==> src/rtl/pipe_hazard_pkg.sv <==
// Shared definitions for the pipeline hazard/forwarding controller:
// forward-select encoding, controller FSM states and flush bit positions.
package pipe_hazard_pkg;

    // EX operand source select
    typedef enum logic [1:0] {
        FWD_RF    = 2'b00,
        FWD_MEMWB = 2'b01,
        FWD_EXMEM = 2'b10
    } fwd_sel_e;

    // Hazard controller states
    typedef enum logic [1:0] {
        ST_RUN    = 2'b00,
        ST_LSTALL = 2'b01,
        ST_SBWAIT = 2'b10
    } hz_state_e;

    // Bit positions inside the flush vector (youngest stage first)
    localparam int FLUSH_IFID_BIT  = 0;
    localparam int FLUSH_IDEX_BIT  = 1;
    localparam int FLUSH_EXMEM_BIT = 2;

    // EX/MEM result is newer than MEM/WB, so it wins when both match
    function automatic fwd_sel_e fwd_select(input logic exmem_hit, input logic memwb_hit);
        fwd_sel_e sel;
        if (exmem_hit) begin
            sel = FWD_EXMEM;
        end else if (memwb_hit) begin
            sel = FWD_MEMWB;
        end else begin
            sel = FWD_RF;
        end
        return sel;
    endfunction

endpackage

==> src/rtl/pipe_hazard_ctrl_mdu_scoreboard.sv <==
// Register scoreboard and latency counter for the multi-cycle MDU.
// One operation is tracked at a time; its destination bit stays set until
// the result is ready, and the done pulse is decoded from the counter state.
module mdu_scoreboard
    import pipe_hazard_pkg::*;
#(
    parameter int REG_AW  = 5,
    parameter int MDU_LAT = 4
) (
    input  logic              clk,
    input  logic              rst_n,
    input  logic              issue,
    input  logic [REG_AW-1:0] issue_rd,
    input  logic [REG_AW-1:0] look_a,
    input  logic [REG_AW-1:0] look_b,
    output logic              busy,
    output logic              done,
    output logic              hit_a,
    output logic              hit_b
);

    localparam int                NREG     = 2 ** REG_AW;
    localparam logic [3:0]        CNT_INIT = 4'(MDU_LAT - 1);
    localparam logic [REG_AW-1:0] REG_ZERO = {REG_AW{1'b0}};

    logic [NREG-1:0]   sb_r;
    logic [NREG-1:0]   sb_nxt_s;
    logic [3:0]        cnt_r;
    logic [3:0]        cnt_nxt_s;
    logic              busy_r;
    logic              busy_nxt_s;
    logic [REG_AW-1:0] rd_r;
    logic [REG_AW-1:0] rd_nxt_s;
    logic              done_s;

    assign done_s = busy_r && (cnt_r == 4'd0);

    // Next scoreboard/counter state: retire the in-flight op, then apply a new issue
    always_comb begin
        sb_nxt_s   = sb_r;
        cnt_nxt_s  = cnt_r;
        busy_nxt_s = busy_r;
        rd_nxt_s   = rd_r;

        // Drop the tracked bit when the op completes or is replaced
        if (busy_r && (done_s || issue)) begin
            sb_nxt_s[rd_r] = 1'b0;
        end else begin
            sb_nxt_s = sb_r;
        end

        // A new issue overrides completion so a same-register reissue keeps its bit
        if (issue) begin
            busy_nxt_s         = 1'b1;
            cnt_nxt_s          = CNT_INIT;
            rd_nxt_s           = issue_rd;
            sb_nxt_s[issue_rd] = (issue_rd != REG_ZERO);
        end else if (done_s) begin
            busy_nxt_s = 1'b0;
            cnt_nxt_s  = 4'd0;
        end else if (busy_r) begin
            cnt_nxt_s = cnt_r - 4'd1;
        end else begin
            cnt_nxt_s = 4'd0;
        end
    end

    // Scoreboard state registers with synchronous active-low reset
    always_ff @(posedge clk) begin
        if (!rst_n) begin
            sb_r   <= {NREG{1'b0}};
            cnt_r  <= 4'd0;
            busy_r <= 1'b0;
            rd_r   <= REG_ZERO;
        end else begin
            sb_r   <= sb_nxt_s;
            cnt_r  <= cnt_nxt_s;
            busy_r <= busy_nxt_s;
            rd_r   <= rd_nxt_s;
        end
    end

    assign busy  = busy_r;
    assign done  = done_s;
    assign hit_a = sb_r[look_a] && (look_a != REG_ZERO);
    assign hit_b = sb_r[look_b] && (look_b != REG_ZERO);

endmodule

==> src/rtl/pipe_hazard_ctrl.sv <==
// Hazard and forwarding controller for the 5-stage pipeline.
// Handles EX operand forwarding, multi-cycle load-use stalls, MDU scoreboard
// stalls and taken-branch flushes. Optional statistics counters are built
// when HAZ_STATS_EN is defined.
module pipe_hazard_ctrl
    import pipe_hazard_pkg::*;
#(
    parameter int REG_AW      = 5,
    parameter int LOAD_LAT    = 1,
    parameter int MDU_LAT     = 4,
    parameter int FLUSH_DEPTH = 3
) (
    input  logic                   i_clk,
    input  logic                   i_rst_n,
    input  logic [REG_AW-1:0]      i_ifid_rs,
    input  logic [REG_AW-1:0]      i_ifid_rt,
    input  logic                   i_ifid_is_mdu,
    input  logic [REG_AW-1:0]      i_idex_rs,
    input  logic [REG_AW-1:0]      i_idex_rt,
    input  logic                   i_idex_memread,
    input  logic                   i_mdu_issue,
    input  logic [REG_AW-1:0]      i_mdu_rd,
    input  logic [REG_AW-1:0]      i_exmem_rd,
    input  logic                   i_exmem_regwr,
    input  logic [REG_AW-1:0]      i_memwb_rd,
    input  logic                   i_memwb_regwr,
    input  logic                   i_br_taken,
    output logic                   o_pc_write,
    output logic                   o_ifid_write,
    output logic                   o_idex_bubble,
    output logic [FLUSH_DEPTH-1:0] o_flush,
    output logic [1:0]             o_fwd_a,
    output logic [1:0]             o_fwd_b,
    output logic                   o_mdu_busy,
    output logic                   o_mdu_done
`ifdef HAZ_STATS_EN
   ,output logic [31:0]            o_stall_cnt,
    output logic [31:0]            o_flush_cnt
`endif
);

    localparam logic [REG_AW-1:0] REG_ZERO  = {REG_AW{1'b0}};
    // Remaining stall cycles after the entry cycle, which already stalls
    localparam logic [2:0]        LOAD_INIT = 3'(LOAD_LAT - 1);

    hz_state_e  state_r;
    hz_state_e  state_nxt_s;
    logic [2:0] lcnt_r;
    logic [2:0] lcnt_nxt_s;
    logic       stall_s;
    logic       load_haz_s;
    logic       sb_haz_s;
    logic       sb_hit_a_s;
    logic       sb_hit_b_s;
    logic       mdu_busy_s;
    logic       mdu_done_s;
    logic       mdu_issue_s;
    logic       ex_hit_a_s;
    logic       ex_hit_b_s;
    logic       wb_hit_a_s;
    logic       wb_hit_b_s;

    // An MDU op in EX during a taken branch is younger than the branch
    assign mdu_issue_s = i_mdu_issue && !i_br_taken;

    mdu_scoreboard #(
        .REG_AW  (REG_AW),
        .MDU_LAT (MDU_LAT)
    ) u_sb (
        .clk      (i_clk),
        .rst_n    (i_rst_n),
        .issue    (mdu_issue_s),
        .issue_rd (i_mdu_rd),
        .look_a   (i_ifid_rs),
        .look_b   (i_ifid_rt),
        .busy     (mdu_busy_s),
        .done     (mdu_done_s),
        .hit_a    (sb_hit_a_s),
        .hit_b    (sb_hit_b_s)
    );

    // Forwarding matches; r0 is hardwired and never forwarded
    assign ex_hit_a_s = i_exmem_regwr && (i_exmem_rd != REG_ZERO) && (i_exmem_rd == i_idex_rs);
    assign ex_hit_b_s = i_exmem_regwr && (i_exmem_rd != REG_ZERO) && (i_exmem_rd == i_idex_rt);
    assign wb_hit_a_s = i_memwb_regwr && (i_memwb_rd != REG_ZERO) && (i_memwb_rd == i_idex_rs);
    assign wb_hit_b_s = i_memwb_regwr && (i_memwb_rd != REG_ZERO) && (i_memwb_rd == i_idex_rt);

    assign o_fwd_a = fwd_select(ex_hit_a_s, wb_hit_a_s);
    assign o_fwd_b = fwd_select(ex_hit_b_s, wb_hit_b_s);

    // Hazard conditions seen by the instruction in IF/ID
    assign load_haz_s = i_idex_memread && (i_idex_rt != REG_ZERO) &&
                        ((i_idex_rt == i_ifid_rs) || (i_idex_rt == i_ifid_rt));
    assign sb_haz_s   = sb_hit_a_s || sb_hit_b_s || (i_ifid_is_mdu && mdu_busy_s);

    // Next-state and stall decode; a taken branch overrides any stall
    always_comb begin
        state_nxt_s = state_r;
        lcnt_nxt_s  = lcnt_r;
        stall_s     = 1'b0;
        if (i_br_taken) begin
            state_nxt_s = ST_RUN;
            lcnt_nxt_s  = 3'd0;
            stall_s     = 1'b0;
        end else begin
            case (state_r)
                ST_RUN: begin
                    if (load_haz_s) begin
                        stall_s = 1'b1;
                        if (LOAD_INIT != 3'd0) begin
                            state_nxt_s = ST_LSTALL;
                            lcnt_nxt_s  = LOAD_INIT;
                        end else begin
                            state_nxt_s = ST_RUN;
                            lcnt_nxt_s  = 3'd0;
                        end
                    end else if (sb_haz_s) begin
                        stall_s     = 1'b1;
                        state_nxt_s = ST_SBWAIT;
                    end else begin
                        state_nxt_s = ST_RUN;
                    end
                end
                ST_LSTALL: begin
                    stall_s = 1'b1;
                    if (lcnt_r <= 3'd1) begin
                        state_nxt_s = ST_RUN;
                        lcnt_nxt_s  = 3'd0;
                    end else begin
                        lcnt_nxt_s = lcnt_r - 3'd1;
                    end
                end
                ST_SBWAIT: begin
                    stall_s = 1'b1;
                    // The done pulse clears the blocking bit at this edge
                    if (!sb_haz_s || mdu_done_s) begin
                        state_nxt_s = ST_RUN;
                    end else begin
                        state_nxt_s = ST_SBWAIT;
                    end
                end
                default: begin
                    state_nxt_s = ST_RUN;
                    lcnt_nxt_s  = 3'd0;
                end
            endcase
        end
    end

    // FSM state and load-latency counter registers
    always_ff @(posedge i_clk) begin
        if (!i_rst_n) begin
            state_r <= ST_RUN;
            lcnt_r  <= 3'd0;
        end else begin
            state_r <= state_nxt_s;
            lcnt_r  <= lcnt_nxt_s;
        end
    end

    assign o_pc_write    = !stall_s;
    assign o_ifid_write  = !stall_s;
    assign o_idex_bubble = stall_s;
    assign o_flush       = {FLUSH_DEPTH{i_br_taken}};
    assign o_mdu_busy    = mdu_busy_s;
    assign o_mdu_done    = mdu_done_s;

`ifdef HAZ_STATS_EN
    logic [31:0] stall_cnt_r;
    logic [31:0] flush_cnt_r;

    // Saturating stall-cycle and taken-branch counters
    always_ff @(posedge i_clk) begin
        if (!i_rst_n) begin
            stall_cnt_r <= 32'd0;
            flush_cnt_r <= 32'd0;
        end else begin
            if (stall_s && (stall_cnt_r != 32'hFFFF_FFFF)) begin
                stall_cnt_r <= stall_cnt_r + 32'd1;
            end else begin
                stall_cnt_r <= stall_cnt_r;
            end
            if (i_br_taken && (flush_cnt_r != 32'hFFFF_FFFF)) begin
                flush_cnt_r <= flush_cnt_r + 32'd1;
            end else begin
                flush_cnt_r <= flush_cnt_r;
            end
        end
    end

    assign o_stall_cnt = stall_cnt_r;
    assign o_flush_cnt = flush_cnt_r;
`endif

endmodule

==> config.mk <==
export PLATFORM = sky130hd
export DESIGN_NAME = pipe_hazard_ctrl
export DESIGN_NICKNAME = d
export VERILOG_FILES = /design/src/rtl/pipe_hazard_pkg.sv /design/src/rtl/pipe_hazard_ctrl_mdu_scoreboard.sv /design/src/rtl/pipe_hazard_ctrl.sv
export SDC_FILE = /design/constraint.sdc
export NUM_CORES = 1
export LEC_CHECK = 0
export CAP_MARGIN = 40
export CORE_ASPECT_RATIO = 1.25
export CORE_MARGIN = 2
export CORE_UTILIZATION = 45
export DETAILED_ROUTE_END_ITERATION = 8
export PLACE_DENSITY_LB_ADDON = 0.2
export SLEW_MARGIN = 25
export SYNTH_ARGS = -nofsm -noshare
export SYNTH_HDL_FRONTEND = slang
export SYNTH_SLANG_ARGS = --single-unit
==> constraint.sdc <==
create_clock -name i_clk -period 5.2 [get_ports i_clk]
set_input_delay 0.78 -clock i_clk [delete_from_list [all_inputs] [get_ports i_clk]]
set_output_delay 0.78 -clock i_clk [all_outputs]
set_load 0.005 [all_outputs]
* Word level (Yosys, flattened, before mapping)
Index checks and enable logic that the tools add are counted.
Storage, ports and cells: bits in registers 47, bits of input ports 43, output and inout port bits 12, word-level logic and storage cells 100
Operators by class: add/sub/neg operators 2, $lt $le $gt $ge 7, equality and inequality tests 10, muxes and demuxes 32, bitwise logic cells 5, reductions and logical operators 37
Operator list (count):
- $mux 32 | 2
- $and 32x32->32 | 1
- $bwmux 32 | 1
- $not 32->32 | 1
- $eq 5x5->1 | 6
- $reduce_bool 5->1 | 6
- $lt 5x6->1 const B | 4
- $mux 2 | 9
- $logic_and 1x1->1 | 16
- $mux 1 | 11
- $bmux 1 s5 | 2
- $demux 1 s5 | 2
- $ge 5x1->1 const B | 2
- $pmux 3 s3 | 1
- $mux 3 | 2
- $pmux 2 s3 | 1
- $logic_or 1x1->1 | 5
- $logic_not 4->1 | 1
- $ne 2x2->1 const B | 2
- $reduce_or 2->1 | 2
- $reduce_or 4->1 | 1
- $sub 4x1->4 const B | 1
- $le 3x1->1 const B | 1
- $logic_not 1->1 | 3
- 8 further kinds | 10

* Longest topological paths before layout
depth after elaboration 10, mapped depth 8, depth with buffers taken out 7

* Hierarchy
From an unflattened synthesis, not the netlist that was laid out.
Unflattened totals: cell total of the unflattened synthesis 379, area total of the unflattened synthesis 3057.9 µm²
By module, submodules not included:
- mdu_scoreboard | times used 1, cells an instance 308, area each 2497.4 µm², sequential area each 840.8 µm²
- pipe_hazard_ctrl | times used 1, cells an instance 71, area each 560.5 µm², sequential area each 20.0 µm²

* Worst setup path after synthesis
Ideal clock, no wire load.
kind input port to output port, start point in i_ifid_rs[1], end point out o_pc_write, arrival time 2.136 ns, required time 4.420 ns, slack 2.284 ns, cell stages on the path 6, buffers on the path 2, cells stage by stage buf_6 > mux4_2 > mux2_2 > o21ai_1 > a41o_1 > buf_4
Between the ends: word-level cells in the longest chain between the ends 10, elaborated cells between the ends (all ways) 14, classes of those cells 1 x eq/ne; 6 x mux; 7 x reduce/logical
Ends and longest elaborated chain:
- from (decl) | RTL line pipe_hazard_ctrl.sv:15 | input logic [REG_AW-1:0] i_ifid_rs,
- $bmux 1 s5 | RTL line pipe_hazard_ctrl_mdu_scoreboard.sv:85 | assign hit_a = sb_r[look_a] && (look_a != REG_ZERO);
- $mux 1 (implied by the code) | RTL line pipe_hazard_ctrl_mdu_scoreboard.sv:85
- $logic_and 1x1->1 | RTL line pipe_hazard_ctrl_mdu_scoreboard.sv:85
- $logic_or 1x1->1 (2 in a row) | RTL line pipe_hazard_ctrl.sv:94 | assign sb_haz_s = sb_hit_a_s || sb_hit_b_s || (i_ifid_is_mdu && mdu_busy_s);
- $mux 1 | RTL line pipe_hazard_ctrl.sv:117 | end else if (sb_haz_s) begin
- $mux 1 * | RTL line pipe_hazard_ctrl.sv:108 | if (load_haz_s) begin
- $pmux 1 s2 * | RTL line pipe_hazard_ctrl.sv:106 | case (state_r)
- $mux 1 * | RTL line pipe_hazard_ctrl.sv:101 | if (i_br_taken) begin
- $logic_not 1->1 *
- to (decl) | RTL line pipe_hazard_ctrl.sv:28 | output logic o_pc_write,
Every way passes the cells marked *; elsewhere a longest branch is shown, timed or not. The select of a mux whose other input is x is not followed.

* Worst setup path after layout
start point in i_ifid_rt[0], end point out o_pc_write
Between the ends: word-level cells in the longest chain between the ends 10, elaborated cells between the ends (all ways) 14, classes of those cells 1 x eq/ne; 6 x mux; 7 x reduce/logical
Ends and longest elaborated chain:
- from (decl) | RTL line pipe_hazard_ctrl.sv:16 | input logic [REG_AW-1:0] i_ifid_rt,
- $bmux 1 s5 | RTL line pipe_hazard_ctrl_mdu_scoreboard.sv:86 | assign hit_b = sb_r[look_b] && (look_b != REG_ZERO);
- $mux 1 (implied by the code) | RTL line pipe_hazard_ctrl_mdu_scoreboard.sv:86
- $logic_and 1x1->1 | RTL line pipe_hazard_ctrl_mdu_scoreboard.sv:86
- $logic_or 1x1->1 (2 in a row) | RTL line pipe_hazard_ctrl.sv:94
- $mux 1 | RTL line pipe_hazard_ctrl.sv:117
- $mux 1 * | RTL line pipe_hazard_ctrl.sv:108
- $pmux 1 s2 * | RTL line pipe_hazard_ctrl.sv:106
- $mux 1 * | RTL line pipe_hazard_ctrl.sv:101
- $logic_not 1->1 * | RTL line pipe_hazard_ctrl.sv:161 | assign o_pc_write = !stall_s;
Marks and branches as above.

==> metrics.csv <==
metric,value,unit
grt_usage,22.8,%
r2r-start,u_sb.cnt_r[0],
synthArstFlopShare,0,%
fin_tns_setup,0,ns
final_cells,468,
routed_via_density,5.78,
die_w,76.3,um
nFillCells,585,
antenna_cells,0,
hold_end,u_sb.sb_r[0],
cts.repair.resized,0,
hp-start,u_sb.sb_r[0],
io_buffers,54,
firstDrtPassIters,4,
clk_pin_slew_worst_paths,0.08,ns
rsz0062_at_grt,false,
r2r_setup_slack,3.14,ns
stdcell_area,3520,um^2
cts-root-buf,clkbuf_8,
synthToLayoutAreaGrowth,19.7,%
max_clock_freq,236,MHz
end_kind,primary output,
synthCells,348,
dp_slack,0.936,ns
crit_type,input pin to primary output,
dr_total_vias,2704,
clkSinkCount,43,
rr_endpoint,u_sb.sb_r[22],
slowest_delay,0.79,ns
cpMostUsedCell,clkdlybuf4s50_1,
cts_made_buffers,5,
ys_ff_latch,43,
clk_path_buf_depth,2,
setup_viol,0,
first_iter_violations,136,
grt_first_pass_wirelength,13.2,mm
finalCritPeriodShare,81.5,%
die_h,94.4,um
worst-slew-pin-transition,0.820,ns
grt_pass1_vias,2641,
relSlewSlack,45.1,%
drive_above_1_share,6.53,%
dpl.cell_count,460,
hpwl,5.93,mm
layout_min_cycle_time,4.24,ns
grt_max_degree,43,
dpl-instance-area,3440,um^2
synth.distinct_cells,50,
hold_viol_final,0,
place_congestion,0.938,
drtAntennaViolNets,0,
final.setup.worst_slack,0.963,ns
core.rowCount,32,
syn-num-nets,393,
r2r_cells,7,
synth.most_common_cell,nand2_1,
fp.dieArea,7200,um^2
synth_edf_count,0,
yosys-top-cells-count,"49 x nand2_1, 43 x dfxtp_1, 37 x a21boi_0, 36 x o21ai_0, 18 x xnor2_1",
cp.required,4.42,ns
multi_input_area,1900,um^2
wl_per_cell,17.0,um
cp-start-kind,input pin,
cpMaxStageDelayCell,clkdlybuf4s50_1,
ys_warn_count,0,
syn_avg_cell_area,8.45,um^2
antenna_found_initial,0,
arrival,3.46,ns
synthTopCellsByArea,"dfxtp_1 29%, a21boi_0 9.4%, mux4_2 6.9%",
htreeDepth,2,
status,"finished, final reports clean",
drv_cap,0,
ir_drop,0.185,mV
p_per_area,200,nW/um^2
drc,0,
report.final.slew_viol_count,0,
finalWirelength,7.95,mm
initial_core_util,47.1,%
cellLeakagePower,0.00115,uW
synth_area,2940,um^2
cts_tree,yes,
hold_class,flop to flop,
synth_top_area_share,29.3,%
seqCellArea,861,um^2
io-pin-count,55,
seq_area_frac_synth,29.3,%
grt.overflow.total,0,
skew,0.00895,ns
ys.flop_type,dfxtp_1,
yosys.area.top_type,dfxtp_1,
worst-path-max-fanout,12,
crit_path_cell_trace,clkdlybuf4s50_1 -> mux4_2 -> mux2_2 -> nand3_1 -> and4_1 -> a41o_1 -> clkdlybuf4s50_1,
clk_latency,0.30,ns
final_nets,427,
hold_depth,2,
core,6250,um^2
cts-hold-fix-buffers,0,
cts_setup_buffers,0,
per-layer routing:
layer  up-vias  global-route usage (%)  wire (um)
li1       1311                       -          -
met1      1278                    28.7       3490
met2        98                    38.5       3870
met3        17                    3.82        411
met4         0                    10.6        181
met5         -                       0          0
state kept, by name, indices dropped and copies added, names as in the netlist:
register / cells
u_sb.sb_r: 32
u_sb.busy: 1
u_sb.rd_r: 5
state_r: 1
u_sb.cnt_r: 4
metrics by stage:
step,hold slack (ns),power (uW),util [%]
6_report,0.467,705,56.4
5_1_grt,0.489,736,56.4
4_1_cts,0.466,711,56.4
3_5_place_dp,0.455,500,55.0
3_3_place_gp,0.450,498,55.0
2_1_floorplan,0.429,436,-
kinds of logic after synthesis:
family	Yosys count	synth area share, %
simple gates	114	20.1
compound gates	97	21.6
flops	43	29.3
buf+inv	36	6.43
xor+xnor	32	9.53
mux	24	12.2
fa+ha+maj	2	0.851
cell type report:
| cell class | instances | share of cell area [%] |
|---|---|---|
| clock buffer | 6 | 2.06 |
| clock inverter | 2 | 0.355 |
| sequential | 43 | 24.4 |
| inverter | 8 | 0.853 |
| tap | 85 | 3.02 |
| timing repair buffer | 55 | 15.4 |
| multi-input combinational | 269 | 53.8 |
cell usage in the layout (no fill, tap or decap), types with 2 or more instances in the layout:
master	n
mux2_2	4
or4_1	5
o21ai_0	36
or2_0	2
o21ai_1	2
clkdlybuf4s50_1	53
nand2b_1	6
nor3_1	3
a221oi_1	2
a21boi_0	37
xnor2_1	18
a31oi_1	2
nand2_1	49
and3_1	2
dfxtp_1	43
inv_1	8
nor3b_1	4
or3b_2	2
and2_1	3
nor4_1	4
a22oi_1	2
nor2b_1	4
nand3_1	9
clkbuf_8	5
and3b_1	2
mux4_2	9
a311oi_1	2
nor2_1	9
mux2i_1	11
xor2_1	14
a21oi_1	4
nand3b_1	4
ha_1	2
worst max path at each step:
stage                       from            to  cells past startpoint  slack, ns
floorplan           i_ifid_rs[1]    o_pc_write                      6       2.28
global placement    i_ifid_rt[0]  o_ifid_write                      7       0.97
detailed placement  i_ifid_rt[0]  o_ifid_write                      7       0.94
CTS                 i_ifid_rt[0]  o_ifid_write                      7       0.94
global route        i_ifid_rt[0]  o_ifid_write                      7       0.81
finish              i_ifid_rt[0]    o_pc_write                      7       0.96
where the power goes:
part           internal [uW]  switching, uW
registers                335           7.67
logic                   78.9           71.1
clock network           94.0            118
critical path, delay by kind of cell:
| family | cells | cell delay, ns |
|---|---|---|
| AND/OR/NAND/NOR | 2 | 0.32 |
| multiplexers | 2 | 0.84 |
| AO/OA/AOI/OAI | 1 | 0.21 |
| buffers and inverters | 2 | 1.30 |
No activity file was read; power rests on OpenSTA's default activity.
